### config.mk
export PLATFORM = sky130hd
export DESIGN_NAME = ir_command_regs
export DESIGN_NICKNAME = d
export VERILOG_FILES = /design/src/rtl/ir_consts_pkg.sv /design/src/rtl/ir_ms_ticker.sv /design/src/rtl/ir_command_regs.sv
export SDC_FILE = /design/constraint.sdc
export NUM_CORES = 1
export LEC_CHECK = 0
export ABC_AREA = 1
export CORE_ASPECT_RATIO = 1.5
export CORE_MARGIN = 5
export CORE_UTILIZATION = 35
export DETAILED_ROUTE_END_ITERATION = 16
export SLEW_MARGIN = 20
export SYNTH_ARGS = -nofsm -noshare
export SYNTH_HDL_FRONTEND = slang
export SYNTH_SLANG_ARGS = --single-unit
### constraint.sdc
create_clock -name CLK -period 5.7 [get_ports CLK]
set_input_delay 1.14 -clock CLK [delete_from_list [all_inputs] [get_ports CLK]]
set_output_delay 1.14 -clock CLK [all_outputs]
set_load 0.005 [all_outputs]
### src/rtl/ir_consts_pkg.sv
// Shared constants for the IR command path: the register map, the watchdog
// state encoding and the reset timeout.
package ir_consts;

  localparam logic [2:0] IR_REG_CMD    = 3'd0;
  localparam logic [2:0] IR_REG_CAR    = 3'd1;
  localparam logic [2:0] IR_REG_CTRL   = 3'd2;
  localparam logic [2:0] IR_REG_STATUS = 3'd3;
  localparam logic [2:0] IR_REG_TMO    = 3'd4;

  // Highest decoded offset from the block's base address.
  localparam logic [7:0] IR_REG_LAST   = 8'd4;

  localparam logic [7:0] IR_TMO_RESET  = 8'd100;

  typedef enum logic [1:0] {
    WD_IDLE    = 2'd0,
    WD_ARMED   = 2'd1,
    WD_EXPIRED = 2'd2
  } wd_state_e;

endpackage

### src/rtl/ir_ms_ticker.sv
// Free-running prescaler: counts 0..TICK_CYCLES-1 and pulses tick for one
// cycle on the wrap.
module ir_ms_ticker #(
  parameter int TICK_CYCLES = 50000
) (
  input  logic clk,
  input  logic rst_n,
  output logic tick
);

  localparam int CW = (TICK_CYCLES > 1) ? $clog2(TICK_CYCLES) : 1;
  localparam logic [CW-1:0] LAST = CW'(TICK_CYCLES - 1);

  logic [CW-1:0] cnt_q;

  assign tick = (cnt_q == LAST);

  always_ff @(posedge clk or negedge rst_n) begin
    if (!rst_n) begin
      cnt_q <= '0;
    end else if (tick) begin
      cnt_q <= '0;
    end else begin
      cnt_q <= cnt_q + 1'b1;
    end
  end

endmodule

### src/rtl/ir_command_regs.sv
// Byte-wide register block feeding the IR transmitter, with a millisecond
// watchdog that stops the car when software stops refreshing COMMAND.
module ir_command_regs
  import ir_consts::*;
#(
  parameter logic [7:0] BASE_ADDR       = 8'h90,
  parameter int         CMD_LEN         = 4,
  parameter int         CAR_COUNT       = 4,
  parameter int         SYS_CLK_FREQ_HZ = 50_000_000,
  parameter int         TICK_CYCLES     = SYS_CLK_FREQ_HZ / 1000,
  localparam int        CAR_W           = (CAR_COUNT > 1) ? $clog2(CAR_COUNT) : 1
) (
  input  logic               CLK,
  input  logic               RESET,
  input  logic [7:0]         BUS_ADDR,
  input  logic [7:0]         BUS_WDATA,
  input  logic               BUS_WE,
  input  logic               BUS_RE,
  output logic [7:0]         BUS_RDATA,
  output logic               BUS_RVALID,
  output logic [CMD_LEN-1:0] COMMAND,
  output logic [CAR_W-1:0]   CAR_SWITCHES,
  output logic               TIMEOUT_IRQ,
  output wd_state_e          debug_state
);

  // Bus protocol: BUS_WE and BUS_RE are single-cycle strobes with no ready
  // (the block always accepts). A write commits on the sampling edge; a read
  // returns BUS_RDATA with BUS_RVALID=1 exactly one cycle later, both 0 at all
  // other times. A read in the same cycle as a write returns the old value.

  logic [8:0] addr_off;
  logic       in_range;
  logic [2:0] reg_sel;

  assign addr_off = {1'b0, BUS_ADDR} - {1'b0, BASE_ADDR};
  assign in_range = !addr_off[8] && (addr_off[7:0] <= IR_REG_LAST);
  assign reg_sel  = addr_off[2:0];

  logic cmd_wr, car_wr, ctrl_wr, tmo_wr, ack_wr, rd_hit;

  assign cmd_wr  = BUS_WE && in_range && (reg_sel == IR_REG_CMD);
  assign car_wr  = BUS_WE && in_range && (reg_sel == IR_REG_CAR);
  assign ctrl_wr = BUS_WE && in_range && (reg_sel == IR_REG_CTRL);
  assign tmo_wr  = BUS_WE && in_range && (reg_sel == IR_REG_TMO);
  assign ack_wr  = ctrl_wr && BUS_WDATA[1];
  assign rd_hit  = BUS_RE && in_range;

  logic [CMD_LEN-1:0] command_q;
  logic [CAR_W-1:0]   car_q;
  logic               wdog_en_q;
  logic [7:0]         tmo_q;
  logic               flag_q;
  logic [7:0]         ms_cnt_q, ms_cnt_d;
  wd_state_e          state_q, state_d;
  logic               tick;

  ir_ms_ticker #(
    .TICK_CYCLES(TICK_CYCLES)
  ) u_ticker (
    .clk  (CLK),
    .rst_n(RESET),
    .tick (tick)
  );

  logic wd_active, reach, expire;

  assign wd_active = wdog_en_q && (tmo_q != 8'd0);
  // Compare against the incremented count so a TMO lowered below the current
  // count still expires on the very next tick.
  assign reach     = ({1'b0, ms_cnt_q} + 9'd1) >= {1'b0, tmo_q};
  assign expire    = (state_q == WD_ARMED) && wd_active && tick && !cmd_wr && reach;

  always_comb begin
    state_d = state_q;
    if (!wd_active) begin
      state_d = WD_IDLE;
    end else begin
      case (state_q)
        WD_IDLE:    state_d = WD_ARMED;
        WD_ARMED:   if (expire) state_d = WD_EXPIRED;
        WD_EXPIRED: if (cmd_wr) state_d = WD_ARMED;
        default:    state_d = WD_IDLE;
      endcase
    end
  end

  always_comb begin
    ms_cnt_d = ms_cnt_q;
    if ((state_q != WD_ARMED) || !wd_active || cmd_wr) begin
      ms_cnt_d = '0;
    end else if (tick) begin
      ms_cnt_d = ms_cnt_q + 8'd1;
    end
  end

  always_ff @(posedge CLK or negedge RESET) begin
    if (!RESET) begin
      state_q  <= WD_IDLE;
      ms_cnt_q <= '0;
    end else begin
      state_q  <= state_d;
      ms_cnt_q <= ms_cnt_d;
    end
  end

  always_ff @(posedge CLK or negedge RESET) begin
    if (!RESET) begin
      command_q <= '0;
    end else if (cmd_wr) begin
      command_q <= BUS_WDATA[CMD_LEN-1:0];
    end else if (expire) begin
      command_q <= '0;
    end
  end

  always_ff @(posedge CLK or negedge RESET) begin
    if (!RESET) begin
      car_q     <= '0;
      wdog_en_q <= 1'b0;
      tmo_q     <= IR_TMO_RESET;
    end else begin
      if (car_wr)  car_q     <= BUS_WDATA[CAR_W-1:0];
      if (ctrl_wr) wdog_en_q <= BUS_WDATA[0];
      if (tmo_wr)  tmo_q     <= BUS_WDATA;
    end
  end

  // A fresh expiry outranks an ACK landing on the same edge.
  always_ff @(posedge CLK or negedge RESET) begin
    if (!RESET) begin
      flag_q <= 1'b0;
    end else if (expire) begin
      flag_q <= 1'b1;
    end else if (ack_wr) begin
      flag_q <= 1'b0;
    end
  end

  logic [7:0] rd_mux;

  always_comb begin
    rd_mux = 8'h00;
    case (reg_sel)
      IR_REG_CMD:    rd_mux = 8'(command_q);
      IR_REG_CAR:    rd_mux = 8'(car_q);
      IR_REG_CTRL:   rd_mux = {7'd0, wdog_en_q};
      IR_REG_STATUS: rd_mux = {6'd0, (state_q == WD_ARMED), flag_q};
      IR_REG_TMO:    rd_mux = tmo_q;
      default:       rd_mux = 8'h00;
    endcase
  end

  always_ff @(posedge CLK or negedge RESET) begin
    if (!RESET) begin
      BUS_RDATA  <= 8'h00;
      BUS_RVALID <= 1'b0;
    end else begin
      BUS_RVALID <= rd_hit;
      BUS_RDATA  <= rd_hit ? rd_mux : 8'h00;
    end
  end

  assign COMMAND      = command_q;
  assign CAR_SWITCHES = car_q;
  assign TIMEOUT_IRQ  = flag_q;
  assign debug_state  = state_q;

endmodule

======== Word level (Yosys, flattened, before mapping) ========
Cells that the tools add are included.
storage, ports and cells
  register bits after elaboration ......... 51
  input port bits ......................... 20
  output and inout bits ................... 18
  logic and storage cells ................. 64
cells by class
  $add $sub $neg .......................... 4
  order comparisons ....................... 2
  equal/unequal tests ..................... 10
  multiplexer cells ....................... 13
  reduce and logical (&&, ||, !) cells .... 25
operators by type and width
  operator                                                        number
  case mux 8 bit (5 select lines)                                 1
  2-to-1 mux 8 bit                                                3
  adder 16 x 1 -> 16 bit, second input constant                   1
  == test 16 bit, second input constant                           1
  2-to-1 mux 16 bit                                               1
  logical AND 1 bit                                               13
  adder 8 x 1 -> 9 bit, second input constant                     1
  greater-or-equal comparator 9 x 8 -> 1 bit                      1
  subtractor 8 x 8 -> 9 bit, second input constant                1
  adder 8 x 1 -> 8 bit, second input constant                     1
  less-or-equal comparator 8 x 3 -> 1 bit, second input constant  1
  2-to-1 mux 4 bit                                                2
  nonzero test 8 bit                                              1
  == test 3 x 2 -> 1 bit, second input constant                   2
  2-to-1 mux 2 bit                                                3
  inequality test 3 bit, second input constant                    2
  case mux 2 bit (3 select lines)                                 1
  nonzero test 2 bit                                              3
  == test 3 x 1 -> 1 bit, second input constant                   1
  == test 3 bit, second input constant                            1
  logical NOT 1 bit                                               3
  logical NOT 3 bit                                               1
  == test 2 x 1 -> 1 bit, second input constant                   1
  == test 2 bit, second input constant                            1
  other kinds (5)                                                 7

======== Depth between registers and ports, before layout ========
Gate-level depths: netlist (run 1).
  word-level depth ........................ 11
  depth in mapped cells ................... 16
  mapped depth without buffers ............ 16

======== Modules after synthesis ========
From an unflattened synthesis (run 1), not the netlist that was laid out.
unflattened totals
  cells, all modules ...................... 351
  area, all modules ....................... 2792.7 um^2
modules (own cells, without submodules)
  module           times used  cells each  area an instance (um^2)  seq. area each (um^2)
  ir_command_regs  1           230         1915.6                   879.6
  ir_ms_ticker     1           121         877.1                    400.4

======== Worst setup path after synthesis (run 1) ========
Ideal clock, no wire load.
  path type ............................... input to register
  from .................................... input port BUS_ADDR[1]
  to ...................................... register ms_cnt_q[4]
  setup time .............................. 0.125 ns
  arrival time ............................ 2.026 ns
  required time ........................... 5.575 ns
  setup slack ............................. 3.549 ns
  cell stages on the path ................. 10
  path buffers ............................ 0
  path through ............................ nor2_2 inv_2 nor2_2 inv_1 nor2_4 inv_2 nand2_1 nor2_2 nand2_1 o21ai_1
between the ends
  cells in the longest elaborated chain, start to end .. 7
  elaborated cells between the ends (all ways) .. 10
  those cells by class .................... add/sub: 1; order compare: 1; mux: 1; reduce/logical: 7
RTL lines
  what                                                                          line                    source
  from (decl)                                                                   ir_command_regs.sv:15   input logic [7:0] BUS_ADDR,
  subtractor 8 x 8 -> 9 bit (*)                                                 ir_command_regs.sv:36   assign addr_off = {1'b0, BUS_ADDR} - {1'b0, BASE_ADDR};
  less-or-equal comparator 8 x 3 -> 1 bit or logical NOT 1 bit (tied branches)  ir_command_regs.sv:37   assign in_range = !addr_off[8] && (addr_off[7:0] <= IR_REG_LAST);
  logical AND 1 bit                                                             ir_command_regs.sv:37
  logical AND 1 bit                                                             ir_command_regs.sv:42   assign cmd_wr = BUS_WE && in_range && (reg_sel == IR_REG_CMD);
  logical AND 1 bit (*)                                                         ir_command_regs.sv:42
  logical OR 1 bit (*)                                                          ir_command_regs.sv:90   if ((state_q != WD_ARMED) || !wd_active || cmd_wr) begin
  2-to-1 mux 8 bit or nonzero test 2 bit (tied branches)                        n/a
  to (signal assigned)                                                          ir_command_regs.sv:103  ms_cnt_q <= ms_cnt_d;
  to (decl)                                                                     ir_command_regs.sv:54   logic [7:0] ms_cnt_q, ms_cnt_d;
Every way passes the cells marked *; elsewhere a longest branch is shown, timed or not.
A chain may end at the register's enable or synchronous reset.

======== Worst setup path in the final report (run 1) ========
  from .................................... input port BUS_ADDR[0]
  to ...................................... register ms_cnt_q[6]
Same word-level chain as after synthesis.

==> metrics.md, run 1 <==
| Metric | Value |
|---|---|
| Accumulated negative setup slack | `0 ns` |
| Core region area | `7610 um^2` |
| Min Clock Period, post-route | `2.54 ns` |
| Synth cell types | `31` |
| Number of buffers added on ports | `37` |
| CTS clock-pin slew for the worst setup and hold paths | `0.07 ns` |
| Cell count after synthesis | `334` |
| Switching share of power | `22.8%` |
| Router iterations before antenna repair | `4` |
| Master cell of the clock root buffer | `sky130_fd_sc_hd__clkbuf_16` |
| Leakage power total | `1.66 nW` |
| Psw | `0.163 mW` |
| Critical Path Source Type | `input pin` |
| Int Pwr | `0.551 mW` |
| Number of global-route vias before repair | `2404` |
| Synthesis Warnings | `0` |
| Reg2Reg Setup Slack | `3.22 ns` |
| Sequential share of power | `51.8%` |
| Detailed Route WL | `6260 um` |
| Worst IR drop on VDD | `104 uV` |
| WHS | `0.460 ns` |
| Drt wl/cell | `13.0 um` |
| RR Startpoint | `ms_cnt_q[0]$_DFFE_PN0P_` |
| Clock power frac | `42.2%` |
| Endpoint class of the critical path | `register` |
| Initial DRC Count | `91` |
| Net count after synthesis | `364` |
| Hold Path Cell Cnt | `1` |
| CTS buffer count | `5` |
| Final count of pins violating max slew | `0` |
| Terminating pin of the worst hold path | `u_ticker.cnt_q[0]$_DFF_PN0_` |
| Placement row count | `39` |
| Power per unit of standard cell area | `212 nW/um^2` |
| Clk_skew | `0.00836 ns` |
| Post-layout net count | `408` |
| Final weighted congestion of routability-driven global placement | `0.909` |
| Max H-tree Level | `2` |
| Crit path kind | `in -> reg` |
| Area growth, synth to finish | `23.6%` |
| Biggest area consumer among synthesized cells | `sky130_fd_sc_hd__dfrtp_1` |
| Cell area after synthesis | `2730 um^2` |
| Post-CTS setup repair buffer count | `0` |
| Dpl hpwl | `4920 um` |
| Initial Util | `35.8%` |
| Clock latency at the later pin of the worst-skew pair | `0.29 ns` |
| Share of synthesized area occupied by flip-flops and latches | `46.9%` |
| Portion of the clock cycle consumed by the worst path in the final layout | `44.5%` |
| Count of hold-fix buffers inserted at cts | `0` |
| Worst slew margin relative to its limit | `56.5%` |
| Initial antenna violation count | `0` |
| Ratio of routed vias to standard cells | `4.82` |
| Top cells by area in the synthesized netlist | `sky130_fd_sc_hd__dfrtp_1 44%, sky130_fd_sc_hd__nand2_1 9.1%, sky130_fd_sc_hd__inv_1 7.4%, sky130_fd_sc_hd__ha_1 4.6%, sky130_fd_sc_hd__nor2_1 4.5%` |
| Flip-flop and latch count after synthesis | `51` |
| Per-instance average area after synthesis | `8.17 um^2` |
| Vias after detailed routing | `2317` |
| Achievable Freq | `394 MHz` |
| Die outline height | `118 um` |
| Max capacitance violation total | `0` |
| Total setup violations reported at the end of the flow | `0` |
| Critical path origin | `BUS_ADDR[0]` |
| GRT Resource Usage Total | `14.2%` |
| Maximum number of pins on one net before global-route repair | `52` |
| CP Data Arrival Time | `2.71 ns` |
| First-pass GRT wire length | `10700 um` |
| Number of gates resized after CTS | `0` |
| Comb pwr share | `6.0%` |
| IO Count | `38` |
| TritonCTS clock tree | `built` |
| Launch point of the worst hold path | `u_ticker.cnt_q[0]$_DFF_PN0_` |
| Share of the synthesized area in the top cell type | `44.0%` |
| Total inserted antenna cells | `0` |
| Residual overflow from global routing | `0` |
| CTS sink cnt | `51` |
| Drc violations | `0` |
| Area of the die | `9700 um^2` |
| Maximum buffer depth of the clock tree | `2` |
| DRT antenna net count | `0` |
| Non-filler instance count after layout | `481` |
| Path category of the worst min-delay check | `reg -> reg` |
| Die W | `82.1 um` |
| Reg2Reg Capture Point | `COMMAND[1]$_DFFE_PN0P_` |
| Worst Path Required | `5.87 ns` |
| Setup repair after global routing missed its margin | `false` |
| Number of placed cells counting well taps | `473` |
| Outcome | `completed` |
| Layout cell share with drive strength beyond 1 | `9.50%` |
| Number of hold violations in the final report | `0` |
| Worst-path maximum fanout | `8` |
| Worst-margin pin slew | `0.652 ns` |
| Number of cells on the worst reg-to-reg path | `15` |
flip-flops by register name (all words and copies together), names as in the netlist, 2 cells and up:
| name | cells |
|---|---|
| u_ticker.cnt_q | 16 |
| COMMAND | 4 |
| BUS_RDATA | 8 |
| CAR_SWITCHES | 2 |
| tmo_q | 8 |
| ms_cnt_q | 8 |
| debug_state | 2 |
cell type report:
| class | instances | area, um^2 |
|---|---|---|
| fillers | 795 | 4240 |
| inverters | 58 | 218 |
| clock buffers | 5 | 125 |
| multi-input cells | 224 | 1220 |
| clock inverters | 3 | 23.8 |
| well taps | 102 | 128 |
| repair buffers | 38 | 373 |
| flip-flops and latches | 51 | 1280 |
logic make-up (layout without fill, tap and decap cells):
logic type / Yosys count / count (layout) / share of synthesized area [%]
flip-flops: 51 / 51 / 46.9
AO/OA/AOI/OAI: 41 / 41 / 8.07
adder cells (fa/ha/maj): 10 / 10 / 4.59
AND/OR/NAND/NOR: 161 / 161 / 28.4
buffers and inverters: 59 / 104 / 8.16
XOR/XNOR: 12 / 12 / 3.85
power groups by stage:
stage	clock network (mW)	logic (mW)	registers, mW
final	0.301	0.0427	0.369
after global routing	0.324	0.0486	0.370
after CTS	0.309	0.0438	0.369
after detailed placement	0	0.0436	0.376
after global placement	0	0.0432	0.376
after floorplan	0	0.0130	0.376
per-stage QoR:
step,setup slack [ns],utilization (%),area (um^2),power (mW)
2_1_floorplan,3.55,-,2730,0.389
3_3_place_gp,2.97,42.3,3220,0.420
3_5_place_dp,2.87,42.3,3220,0.420
4_1_cts,3.17,44.3,3370,0.722
5_1_grt,2.96,44.3,3370,0.742
6_report,3.16,44.3,3370,0.713
worst max path at each step:
stage | end | slack [ns]
after floorplan | ms_cnt_q[4]$_DFFE_PN0P_ | 3.55
after detailed placement | ms_cnt_q[6]$_DFFE_PN0P_ | 2.87
final | ms_cnt_q[6]$_DFFE_PN0P_ | 3.16
after global routing | TIMEOUT_IRQ$_DFFE_PN0P_ | 2.96
after CTS | ms_cnt_q[6]$_DFFE_PN0P_ | 3.17
after global placement | ms_cnt_q[0]$_DFFE_PN0P_ | 2.97
cells in the mapped netlist (all sizes together):
| cell type | instances |
|---|---|
| nand3 | 24 |
| o21ai | 18 |
| xnor2 | 2 |
| nand3b | 1 |
| nor3 | 13 |
| dfrtp | 48 |
| nor4 | 2 |
| or2 | 1 |
| nand2 | 69 |
| a31o | 1 |
| nand4 | 8 |
| a211oi | 1 |
| ha | 10 |
| xor2 | 10 |
| a21oi | 16 |
| nor2 | 42 |
| and3 | 1 |
| buf | 1 |
| inv | 58 |
| o22ai | 3 |
| a21o | 2 |
| dfstp | 3 |
worst max-delay path, cell delays in order:
cell and delay [ns]:
sky130_fd_sc_hd__clkdlybuf4s50_1 0.47, sky130_fd_sc_hd__nor2_2 0.14, sky130_fd_sc_hd__inv_2 0.05, sky130_fd_sc_hd__nor2_2 0.17, sky130_fd_sc_hd__inv_1 0.10, sky130_fd_sc_hd__nor2_4 0.19
sky130_fd_sc_hd__inv_2 0.12, sky130_fd_sc_hd__nand2_1 0.09, sky130_fd_sc_hd__nor2_2 0.08, sky130_fd_sc_hd__nand2_1 0.09, sky130_fd_sc_hd__o21ai_1 0.06
cell usage in the layout, fill, tap and decap left out, drive strengths merged, types with 2 or more instances in the layout:
master / n
xnor2: 2
nand2: 69
nand3: 24
clkbuf: 5
nor4: 2
a21o: 2
nor2: 42
buf: 2
clkinvlp: 2
o21ai: 18
xor2: 10
dfstp: 3
inv: 59
clkdlybuf4s50: 36
nand4: 8
nor3: 13
ha: 10
dfrtp: 48
a21oi: 16
o22ai: 3
layer usage:
| layer | GRT usage, % | wire length, um | up-vias | share of wire (%) |
|---|---|---|---|---|
| li1 | - | - | 1157 | - |
| met1 | 16.3 | 2570 | 1100 | 41 |
| met2 | 25.2 | 3340 | 48 | 53 |
| met3 | 2.53 | 193 | 12 | 3.1 |
| met4 | 5.61 | 148 | 0 | 2.4 |
| met5 | 0 | 0 | - | 0 |
(Power assumes the default switching activity.)
==> run 2: changes to the inputs <==
Clock period 5.7 ns to 2.4 ns, I/O delays scaled along.
==> run 2 against run 1 <==
Net effect:
- clock-buffer cell count is the same
- worst hold slack lost 0.27 ns
- critical path depth grew 3
- non-clock buffer count grew 1
- sequential cell count is the same
- total power grew 140%
- setup slack lost 3.0 ns
==> metrics.md, run 2 (synthesis gave the netlist of run 1 again) <==
| Metric | Value |
|---|---|
| Outcome | `completed (unchanged)` |
| Router iterations before antenna repair | `4 (unchanged)` |
| RR Startpoint | `ms_cnt_q[0]$_DFFE_PN0P_ (unchanged)` |
| Post-layout net count | `409 (was 408)` |
| CP Data Arrival Time | `2.45 ns (was 2.71 ns)` |
| Worst-margin pin slew | `0.586 ns (was 0.652 ns)` |
| Leakage power total | `1.68 nW (was 1.66 nW)` |
| Non-filler instance count after layout | `482 (was 481)` |
| Vias after detailed routing | `2271 (was 2317)` |
| CTS clock-pin slew for the worst setup and hold paths | `0.07 ns (about the same)` |
| Final weighted congestion of routability-driven global placement | `0.876 (was 0.909)` |
| Critical Path Source Type | `register (was input pin)` |
| Min Clock Period, post-route | `2.29 ns` |
| Portion of the clock cycle consumed by the worst path in the final layout | `95.3%` |
| Fraction of the core area covered by cells at the end of the flow | `45.1% (was 44.3%)` |
| Core region area | `7610 um^2 (unchanged)` |
| Number of cells on the worst reg-to-reg path | `14 (was 15)` |
| Area of the die | `9700 um^2 (unchanged)` |
| Dpl hpwl | `4950 um (was 4920 um)` |
| Register ranked first by flip-flop count | `u_ticker.cnt_q (unchanged)` |
| Setup Slack @ Placement | `0.0429 ns (was 2.87 ns)` |
| Slowest-stage cell, CP | `sky130_fd_sc_hd__dfrtp_1 (was sky130_fd_sc_hd__clkdlybuf4s50_1)` |
| Drc violations | `0 (unchanged)` |
| Path category of the worst min-delay check | `in -> async (was reg -> reg)` |
| Logic depth of the worst setup path including buffers | `14 (was 11)` |
| Reg2Reg Setup Slack | `0.11 ns (was 3.22 ns)` |
| Initial Util | `35.8% (unchanged)` |
| TritonCTS clock tree | `built (unchanged)` |
| Worst path buffer plus inverter count | `1 (was 4)` |
| Total inserted antenna cells | `0 (unchanged)` |
| Flip-flop count of the largest register, all copies and words added | `16 (unchanged)` |
| Die outline height | `118 um (unchanged)` |
| Final worst-path setup slack | `0.114 ns (was 3.16 ns)` |
| Area growth, synth to finish | `26.0% (was 23.6%)` |
| Crit path kind | `reg -> reg (was in -> reg)` |
| Master cell of the clock root buffer | `sky130_fd_sc_hd__clkbuf_16 (unchanged)` |
| Max capacitance violation total | `0 (unchanged)` |
| Worst-path maximum fanout | `7 (was 8)` |
| CTS sink cnt | `51 (unchanged)` |
| Number of hold violations in the final report | `0 (unchanged)` |
| Number of buffers added on ports | `37 (unchanged)` |
| Worst path top cell family by delay | `simple AND/OR/NAND/NOR gates (unchanged)` |
| Clock latency at the later pin of the worst-skew pair | `0.29 ns (about the same)` |
| GRT Resource Usage Total | `14.4% (was 14.2%)` |
| Highest-count cells in the layout ignoring fill and taps | `65 x sky130_fd_sc_hd__nand2_1, 54 x sky130_fd_sc_hd__inv_1, 48 x sky130_fd_sc_hd__dfrtp_1, 36 x sky130_fd_sc_hd__clkdlybuf4s50_1, 33 x sky130_fd_sc_hd__nor2_1 (was 66 x sky130_fd_sc_hd__nand2_1, 54 x sky130_fd_sc_hd__inv_1, 48 x sky130_fd_sc_hd__dfrtp_1, 36 x sky130_fd_sc_hd__clkdlybuf4s50_1, 33 x sky130_fd_sc_hd__nor2_1)` |
| Setup repair after global routing missed its margin | `true (was false)` |
| Most frequent standard cell in the layout excluding fill and tap cells | `sky130_fd_sc_hd__nand2_1 (unchanged)` |
| CTS buffer count | `5 (unchanged)` |
| Most used cell, CP | `sky130_fd_sc_hd__nand3_1 (was sky130_fd_sc_hd__nor2_2)` |
| First-pass GRT wire length | `10900 um (was 10700 um)` |
| Count of hold-fix buffers inserted at cts | `0 (unchanged)` |
| Max incr delay on CP | `0.42 ns (was 0.47 ns)` |
| Total setup violations reported at the end of the flow | `0 (unchanged)` |
| Power per unit of standard cell area | `490 nW/um^2 (was 212 nW/um^2)` |
| Max H-tree Level | `2 (unchanged)` |
| Placement row count | `39 (unchanged)` |
| Reg2Reg Capture Point | `TIMEOUT_IRQ$_DFFE_PN0P_ (was COMMAND[1]$_DFFE_PN0P_)` |
| Number of placed cells counting well taps | `473 (unchanged)` |
| Die W | `82.1 um (unchanged)` |
| Layout cell share with drive strength beyond 1 | `11.6% (was 9.50%)` |
| Initial antenna violation count | `0 (unchanged)` |
| Initial DRC Count | `140 (was 91)` |
| Achievable Freq | `437 MHz` |
| Clk_skew | `0.00771 ns (was 0.00836 ns)` |
| Worst IR drop on VDD | `263 uV (was 104 uV)` |
| Drt wl/cell | `13.1 um (was 13.0 um)` |
| Maximum number of pins on one net before global-route repair | `28 (was 52)` |
| IO Count | `38 (unchanged)` |
| Worst Path Required | `2.56 ns (was 5.87 ns)` |
| DRT antenna net count | `0 (unchanged)` |
| Fill cell total of the finished layout | `779 (was 795)` |
| Worst slew margin relative to its limit | `61.0% (was 56.5%)` |
| End point of the critical path | `TIMEOUT_IRQ$_DFFE_PN0P_ (was ms_cnt_q[6]$_DFFE_PN0P_)` |
| Residual overflow from global routing | `0 (unchanged)` |
| Critical path origin | `ms_cnt_q[0]$_DFFE_PN0P_ (was BUS_ADDR[0])` |
| WHS | `0.185 ns (was 0.460 ns)` |
| Final count of pins violating max slew | `0 (unchanged)` |
| Accumulated negative setup slack | `0 ns (unchanged)` |
| Endpoint class of the critical path | `register (unchanged)` |
| Number of global-route vias before repair | `2380 (was 2404)` |
| Maximum buffer depth of the clock tree | `2 (unchanged)` |
| Detailed Route WL | `6300 um (was 6260 um)` |
| Critical path cell sequence | `ha_2 > nand2_2 > nor2_4 > nand3_2 > xor2_1 > inv_1 > ha_4 > a21o_1 > nand3_1 > nand2_1 > nor2_1 > nand3_1 > nand2_4 > o21ai_0 (was clkdlybuf4s50_1 > nor2_2 > inv_2 > nor2_2 > inv_1 > nor2_4 > inv_2 > nand2_1 > nor2_2 > nand2_1 > o21ai_1)` |
| Ratio of routed vias to standard cells | `4.71 (was 4.82)` |
==> run 2: cell count changes in the layout (fill, tap and decap cells not counted), sizes merged <==
cell | before | now
buf | 2 | 3
clkinv | 0 | 1
inv | 59 | 58
==> run 2: routing by layer <==
metal	GRT usage [%]	part of all wire [%]
met1	16.9	41
met2	24.8	53
met3	2.53	3.0
met4	6.24	2.6
met5	0	0
==> run 2: repair_timing <==
item	in CTS	in global routing
endpoints found under the setup margin	0	7
resized for setup	0	9
setup buffers	0	1
==> run 2: layout make-up <==
type / count / area (um^2) / share of cell area (%)
Inverter: 58 / 218 / 6.34
Multi-Input combinational cell: 224 / 1270 / 37.0
Timing Repair Buffer: 39 / 393 / 11.4
Sequential cell: 51 / 1280 / 37.3
Tap cell: 102 / 128 / 3.71
Clock inverter: 3 / 20.0 / 0.583
Clock buffer: 5 / 125 / 3.64
==> run 2: how the worst min path moves through the flow <==
| stage | startpoint | end | slack [ns] |
|---|---|---|---|
| after floorplan | RESET | BUS_RDATA[0]$_DFF_PN0_ | 0.18 |
| after global placement | u_ticker.cnt_q[0]$_DFF_PN0_ | u_ticker.cnt_q[0]$_DFF_PN0_ | 0.45 |
| after detailed placement | u_ticker.cnt_q[0]$_DFF_PN0_ | u_ticker.cnt_q[0]$_DFF_PN0_ | 0.46 |
| after CTS | RESET | BUS_RDATA[2]$_DFF_PN0_ | 0.20 |
| after global routing | RESET | BUS_RDATA[2]$_DFF_PN0_ | 0.24 |
| final | RESET | BUS_RDATA[3]$_DFF_PN0_ | 0.19 |
==> run 2: through the flow <==
step	power [mW]	cell area, um^2
after global routing	1.77	3440
final	1.68	3440
after floorplan	0.923	2730
after detailed placement	1.00	3240
after CTS	1.71	3380
after global placement	0.999	3240
==> run 2: where the power goes <==
group / leakage [nW] / total (mW) / internal, mW / switching (mW)
Combinational: 0.945 / 0.105 / 0.0500 / 0.0553
Sequential: 0.667 / 0.878 / 0.870 / 0.00750
Clock: 0.0658 / 0.699 / 0.385 / 0.315
Total: 1.68 / 1.68 / 1.30 / 0.378
